===== src/rtl/shift_sequencer.sv =====
// shift_sequencer: command-level controller that drives an 8-bit universal shift register
// through load, shift, rotate, clear and load-then-serialise operations.
module shift_sequencer #(
    parameter int WIDTH = 8,
    parameter int CNTW  = 4
) (
    input  logic             CP,
    input  logic             CR,
    input  logic             start,
    input  logic [2:0]       op,
    input  logic [CNTW-1:0]  amt,
    input  logic [WIDTH-1:0] data,
    input  logic             fill,
    input  logic [WIDTH-1:0] Q,
    output logic [1:0]       S,
    output logic             Sr,
    output logic             Sl,
    output logic [WIDTH-1:0] D,
    output logic             busy,
    output logic             done
);
    typedef enum logic [1:0] {IDLE, LOAD, SHIFT, DONE} state_e;
    typedef enum logic [2:0] {
        OP_NOP, OP_LOAD, OP_SHR, OP_SHL, OP_ROR, OP_ROL, OP_LDSHR, OP_CLEAR
    } op_e;

    state_e           state_q, state_d;
    op_e              op_q, op_d;
    logic [CNTW-1:0]  cnt_q, cnt_d;
    logic [WIDTH-1:0] data_q, data_d;
    logic             fill_q, fill_d;
    logic [CNTW-1:0]  amt_clamped;
    op_e              op_in;

    assign op_in       = op_e'(op);
    assign amt_clamped = (amt > CNTW'(WIDTH)) ? CNTW'(WIDTH) : amt;

    always_ff @(posedge CP or posedge CR) begin
        if (CR) begin
            state_q <= IDLE;
            op_q    <= OP_NOP;
            cnt_q   <= '0;
            data_q  <= '0;
            fill_q  <= 1'b0;
        end else begin
            state_q <= state_d;
            op_q    <= op_d;
            cnt_q   <= cnt_d;
            data_q  <= data_d;
            fill_q  <= fill_d;
        end
    end

    always_comb begin
        state_d = state_q;
        op_d    = op_q;
        cnt_d   = cnt_q;
        data_d  = data_q;
        fill_d  = fill_q;
        case (state_q)
            IDLE: if (start) begin
                op_d   = op_in;
                cnt_d  = amt_clamped;
                data_d = data;
                fill_d = fill;
                if (op_in == OP_LOAD || op_in == OP_LDSHR || op_in == OP_CLEAR)
                    state_d = LOAD;
                else if (op_in != OP_NOP && amt_clamped != '0)
                    state_d = SHIFT;
                else
                    state_d = DONE;
            end
            LOAD:  state_d = (op_q == OP_LDSHR && cnt_q != '0) ? SHIFT : DONE;
            SHIFT: begin
                cnt_d   = cnt_q - CNTW'(1);
                state_d = (cnt_q == CNTW'(1)) ? DONE : SHIFT;
            end
            default: state_d = IDLE;
        endcase
    end

    // Rotates recirculate the bit leaving the far end of the live register.
    always_comb begin
        S    = 2'b00;
        Sr   = 1'b0;
        Sl   = 1'b0;
        D    = data_q;
        busy = state_q != IDLE;
        done = state_q == DONE;
        case (state_q)
            LOAD: begin
                S = 2'b11;
                D = (op_q == OP_CLEAR) ? '0 : data_q;
            end
            SHIFT: case (op_q)
                OP_SHL: begin
                    S  = 2'b10;
                    Sl = fill_q;
                end
                OP_ROR: begin
                    S  = 2'b01;
                    Sr = Q[0];
                end
                OP_ROL: begin
                    S  = 2'b10;
                    Sl = Q[WIDTH-1];
                end
                default: begin
                    S  = 2'b01;
                    Sr = fill_q;
                end
            endcase
            default: ;
        endcase
    end
endmodule


===== config.mk =====
export PLATFORM = sky130hd
export DESIGN_NAME = shift_sequencer
export DESIGN_NICKNAME = d
export VERILOG_FILES = /design/src/rtl/shift_sequencer.sv
export SDC_FILE = /design/constraint.sdc
export NUM_CORES = 1
export LEC_CHECK = 0
export ABC_AREA = 1
export BUFFER_PORTS_ARGS = -buffer_cell sky130_fd_sc_hd__buf_2
export CAP_MARGIN = 25
export CORE_ASPECT_RATIO = 2
export CORE_MARGIN = 3
export CORE_UTILIZATION = 40
export DETAILED_ROUTE_END_ITERATION = 10
export GPL_ROUTABILITY_DRIVEN = 1
export PLACE_DENSITY_LB_ADDON = 0.2
export SYNTH_ARGS = -nofsm -noshare
export SYNTH_HDL_FRONTEND = slang
export SYNTH_SLANG_ARGS = --single-unit

===== constraint.sdc =====
create_clock -name CP -period 1.4 [get_ports CP]
set_input_delay 0.28 -clock CP [delete_from_list [all_inputs] [get_ports CP]]
set_output_delay 0.28 -clock CP [all_outputs]
set_load 0.05 [all_outputs]

=== Word-level counts from Yosys, hierarchy flattened ===
Cells that the tools add are included.

* Bits of input ports: 27
* Output and inout port bits: 14
* Word-level logic and storage cells: 50
* Register bits after elaboration: 18

* Eq/ne operators: 13
* Order comparisons: 1
* Add/sub/neg operators: 1
* Reduce and logical (&&, ||, !) cells: 13
* Multiplexer cells: 17

{| class="wikitable"
|+ Operators with widths
! operator !! count
|-
| 3-bit equality test (second input constant) || 6
|-
| 8-bit 2-to-1 mux || 2
|-
| 4-bit 2-to-1 mux || 2
|-
| 4-bit case mux with 2 select lines || 1
|-
| 4-bit nonzero test || 2
|-
| 2-bit 2-to-1 mux || 3
|-
| 2-bit case mux with 3 select lines || 1
|-
| 1-bit 2-to-1 mux || 5
|-
| 2-bit equality test (second input constant) || 2
|-
| 4-bit by 1-bit equality test with 1-bit output (second input constant) || 1
|-
| 4-bit > comparator (second input constant) || 1
|-
| 1-bit case mux with 2 select lines || 2
|-
| 2-bit case mux with 2 select lines || 1
|-
| 2-bit AND reduction || 2
|-
| 2-bit nonzero test || 2
|-
| 4-bit by 1-bit subtractor with 4-bit output (second input constant) || 1
|-
| 3-bit by 1-bit equality test with 1-bit output (second input constant) || 1
|-
| 3-bit by 2-bit equality test with 1-bit output (second input constant) || 1
|-
| 3-bit nonzero test || 1
|-
| 2-bit by 1-bit equality test with 1-bit output (second input constant) || 1
|-
| 1-bit logical AND || 2
|-
| 2-bit zero test || 1
|-
| 1-bit logical OR || 2
|-
| 2-bit != test (second input constant) || 1
|-
| 2-bit OR reduction || 1
|}

=== Depth between registers and ports, before layout ===
* Word-level depth: 8
* Depth in mapped cells: 9

=== Worst setup path after synthesis ===
OpenSTA, ideal clock, no wires.

* Kind: register to output
* Start point: register state_q[0]
* End point: output Sr
* Stages on the path, launching flop included: 6
* Arrival: 2038 ps
* Path slack: -918 ps
* Buffers on the path: 1
* Required time: 1120 ps
* Path through: dfrtp_1 -> inv_1 -> ha_1 -> buf_4 -> nand2_1 -> o32ai_1

* Word-level cells in the longest chain between the ends: 2

{| class="wikitable"
|+ Ends and longest elaborated chain
! item !! line !! source
|-
| start: declaration || 27 || <nowiki>state_e state_q, state_d;</nowiki>
|-
| start signal: assignment || 46 || <nowiki>state_q <= state_d;</nowiki>
|-
| 2-bit equality test || 90 || <nowiki>case (state_q)</nowiki>
|-
| 1-bit 2-to-1 mux || 90 ||
|-
| end: declaration || 16 || <nowiki>output logic Sr,</nowiki>
|}

Every way passes these cells.

=== Final worst setup path ===
* Start point: register state_q[1]
* End point: output S[1]

* Word-level cells in the longest chain between the ends: 2
* Elaborated cells between the ends (all ways): 3

{| class="wikitable"
|+ Ends and longest elaborated chain
! item !! line !! source
|-
| 2-bit equality test or 2-bit by 1-bit equality test with 1-bit output (tied branches) || 90 ||
|-
| 2-bit case mux with 2 select lines * || 90 ||
|-
| end: declaration || 15 || <nowiki>output logic [1:0] S,</nowiki>
|}

Every way passes the cells marked *; elsewhere a longest branch is shown, timed or not.

==> flow_summary_export.csv <==
group,metric,value,unit
sta,fmax,544.8,MHz
power_and_ir_drop,pwr-share-comb,73.1,%
critical_path,reg2reg_depth,9,
detailed_routing,avgRoutedWirePerCell,13.90,um
power_and_ir_drop,clock_power_share,8.5,%
cts,clkTransAtPathRegs,0.07,ns
placement,hpwl,2262,um
floorplanning,die_area,0.003383,mm2
floorplanning,ios,41,
run_status,outcome,"finished with violations",
yosys,netlist_instances,145,
power_and_ir_drop,power_switching,2545,uW
placement,io_buffers,34,
finish,fillers,197,
placement,dpl_cell_area,0.001443,mm2
critical_path,required,1.12,ns
yosys,synth_nets,178,
power_and_ir_drop,vdd_ir_drop_max,0.001382,V
critical_path,path_class,"reg2out",
critical_path,cp-end-kind,"output port",
floorplanning,core_area,0.002570,mm2
grt,antenna_found_initial,0,
power_and_ir_drop,p_seq_share,18.4,%
worst_hold_path,hp-class,"in2async",
yosys,ys_ff_latch,18,
finish,drive_gt1_share,48.33,%
grt,grt.total_usage,20.23,%
flow_run,maxCapViolations,0,
power_and_ir_drop,power.internal,2632,uW
cts,cts-buffers-inserted,3,
cts,clock_path_buffers,2,
sta,period_needed,1.835,ns
sta,drv_slew,0,
finish,multiInputGateArea,701.9,um2
cts,clock_sinks,18,
yosys,syn_area,0.001075,mm2
sta,relSlewSlack,83.42,%
cts,clock_latency,0.26,ns
sta,skew,0.004412,ns
power_and_ir_drop,sw_frac_of_total,49.16,%
floorplanning,fp-row-count,26,
sta,setup_viol,19,
floorplanning,start_util,41.82,%
cts,cts.htree.levels,1,
critical_path,cp_max_fo,4,
detailed_routing,avgViaCountPerCell,4.987,
placement,place.gp.congestion,0.8320,
yosys,ys_seq_area_share,41.91,%
detailed_routing,drt_iter0_drc,9,
power_and_ir_drop,total_power,5177,uW
detailed_routing,ant_nets,0,
finish,nNetsFinal,243,
grt,grt_start_max_net_pins,19,
detailed_routing,wl,3295,um
placement,post-place-ws,-0.2768,ns
grt,grt_pass1_wl,5361,um
critical_path,worstSetupStartpointType,"flip-flop",
critical_path,r2r_start,"state_q[1]",
power_and_ir_drop,power.density,2779,mW/mm2
grt,grt_overflow,0,
detailed_routing,drc_errors,0,
sta,min_period_over_period,131.1,%
sta,grt_setup_unrepaired,"yes",
run_status,violations,"negative setup slack",
cts,cts_tree,"built",
yosys,synth_area_per_cell,7.412,um2
finish,diodes,0,
finish,utilization,72.49,%
finish,final-seq-area,452.9,um2
yosys,ys_warn_count,0,
sta,tightestPinTransition,0.2488,ns
floorplanning,chipHeight,79.31,um
sta,finalHoldViolCount,0,
finish,postLayoutCellArea,0.001863,mm2
sta,whs,0.03382,ns
sta,worst_slack,-0.4355,ns
cts,cts_hold_buffers,0,
grt,grt_pass1_vias,1261,
detailed_routing,num_vias,1182,
critical_path,r2r_end,"cnt_q[0]",
floorplanning,fp.dieW,42.66,um
power_and_ir_drop,p_leak,0.0009269,uW
critical_path,arrival,1.56,ns
yosys,synth_cell_types,19,
finish,syn2layout_area_growth,73.34,%
cts,cts-root-buf,"clkbuf_8",
critical_path,worst-r2r-setup-slack,-0.22,ns
detailed_routing,dr.pass1.iters,4,
==> cells in the mapped netlist <==
cell	n	area share, %
nor4_4	1	2.0
buf_2	2	0.93
mux2_2	1	1.0
o21ai_0	7	3.3
a21oi_1	14	6.5
xor2_1	2	1.6
inv_1	22	7.7
buf_4	1	0.70
dfrtp_1	18	42
nand3_1	5	2.3
a22oi_1	1	0.70
inv_2	1	0.35
nand2_2	1	0.58
o21ai_2	1	0.82
ha_1	6	7.0
o32ai_1	1	0.82
nand4_1	2	1.2
nand2_1	31	11
nor2_1	28	9.8
==> worst max-delay path, cell delays in order (launching register included) <==
cell	delay [ns]
dfrtp_1	0.40
buf_4	0.13
buf_6	0.09
ha_4	0.16
buf_6	0.15
nand2_4	0.06
a21oi_4	0.14
buf_6	0.17
==> metrics by stage <==
step	setup TNS, ns	cells
after floorplan	-3.414	145
after global placement	-4.013	222
after detailed placement	-4.468	222
after CTS	-4.885	236
after global routing	-7.290	237
final	-6.068	237
==> cell usage in the layout, fill, tap and decap left out, drive strengths merged, types with 2 or more instances in the layout <==
| master | netlist | layout |
|---|---|---|
| inv | 23 | 23 |
| ha | 6 | 6 |
| a21oi | 14 | 14 |
| o21ai | 8 | 8 |
| nand3 | 5 | 5 |
| xor2 | 2 | 2 |
| nand2 | 32 | 32 |
| nor2 | 28 | 28 |
| nand4 | 2 | 2 |
| clkbuf | 0 | 4 |
| dfrtp | 18 | 18 |
| buf | 3 | 63 |
==> cell type report <==
type                       count  share of cell area (%)
clock buffer                   4                   2.955
inverter                      23                   5.037
multi-input combinational    101                   37.68
sequential                    18                   24.31
tap                           28                   1.880
timing repair buffer          63                   28.14
==> repair_timing <==
action,CTS,global route
resized for setup,66,15
setup endpoints to repair,31,22
hold endpoints to repair,0,0
pin swaps,6,8
buffers inserted,10,1
==> power by group through the flow <==
stage,Sequential [uW],Clock [uW],Combinational (uW)
after floorplan,915,0,1880
after detailed placement,940,0,2650
after CTS,945,442,3530
after global routing,986,461,4040
final,952,439,3790
after global placement,933,0,2590
==> logic make-up (layout without fill, tap and decap cells) <==
group / Yosys count / in the layout / synth area share [%]
muxes: 1 / 1 / 1.048
DFF: 18 / 18 / 41.91
AOI/OAI and AO/OA: 24 / 24 / 12.11
and+or+nand+nor: 68 / 68 / 26.66
buffers and inverters: 26 / 90 / 9.662
xor gates and xnor gates: 2 / 2 / 1.630
adders and majority gates: 6 / 6 / 6.985
==> metal layers <==
| metal | vias to the layer above | routed length (um) | part of all wire (%) | GRT usage, % |
|---|---|---|---|---|
| li1 | 581 | - | - | - |
| met1 | 558 | 1158 | 35 | 20.89 |
| met2 | 34 | 1905 | 58 | 39.01 |
| met3 | 9 | 125 | 3.8 | 1.361 |
| met4 | 0 | 105 | 3.2 | 9.346 |
| met5 | - | 0 | 0 | 0 |
==> how the worst max path moves through the flow <==
stage | slack (ns) | startpoint | cells past startpoint | endpoint
after global placement | -0.25 | state_q[1] | 7 | D[7]
after global routing | -0.50 | state_q[1] | 7 | D[7]
after CTS | -0.39 | state_q[1] | 7 | D[2]
final | -0.44 | state_q[1] | 7 | S[1]
after detailed placement | -0.28 | state_q[1] | 7 | D[2]
after floorplan | -0.34 | state_q[1] | 5 | D[1]
==> state kept, by name (all words and copies together), names as in the netlist <==
signal / flops
data_q: 8
cnt_q: 4
op_q: 3
state_q: 2
fill_q: 1
Power figures use the tool's default switching activity.
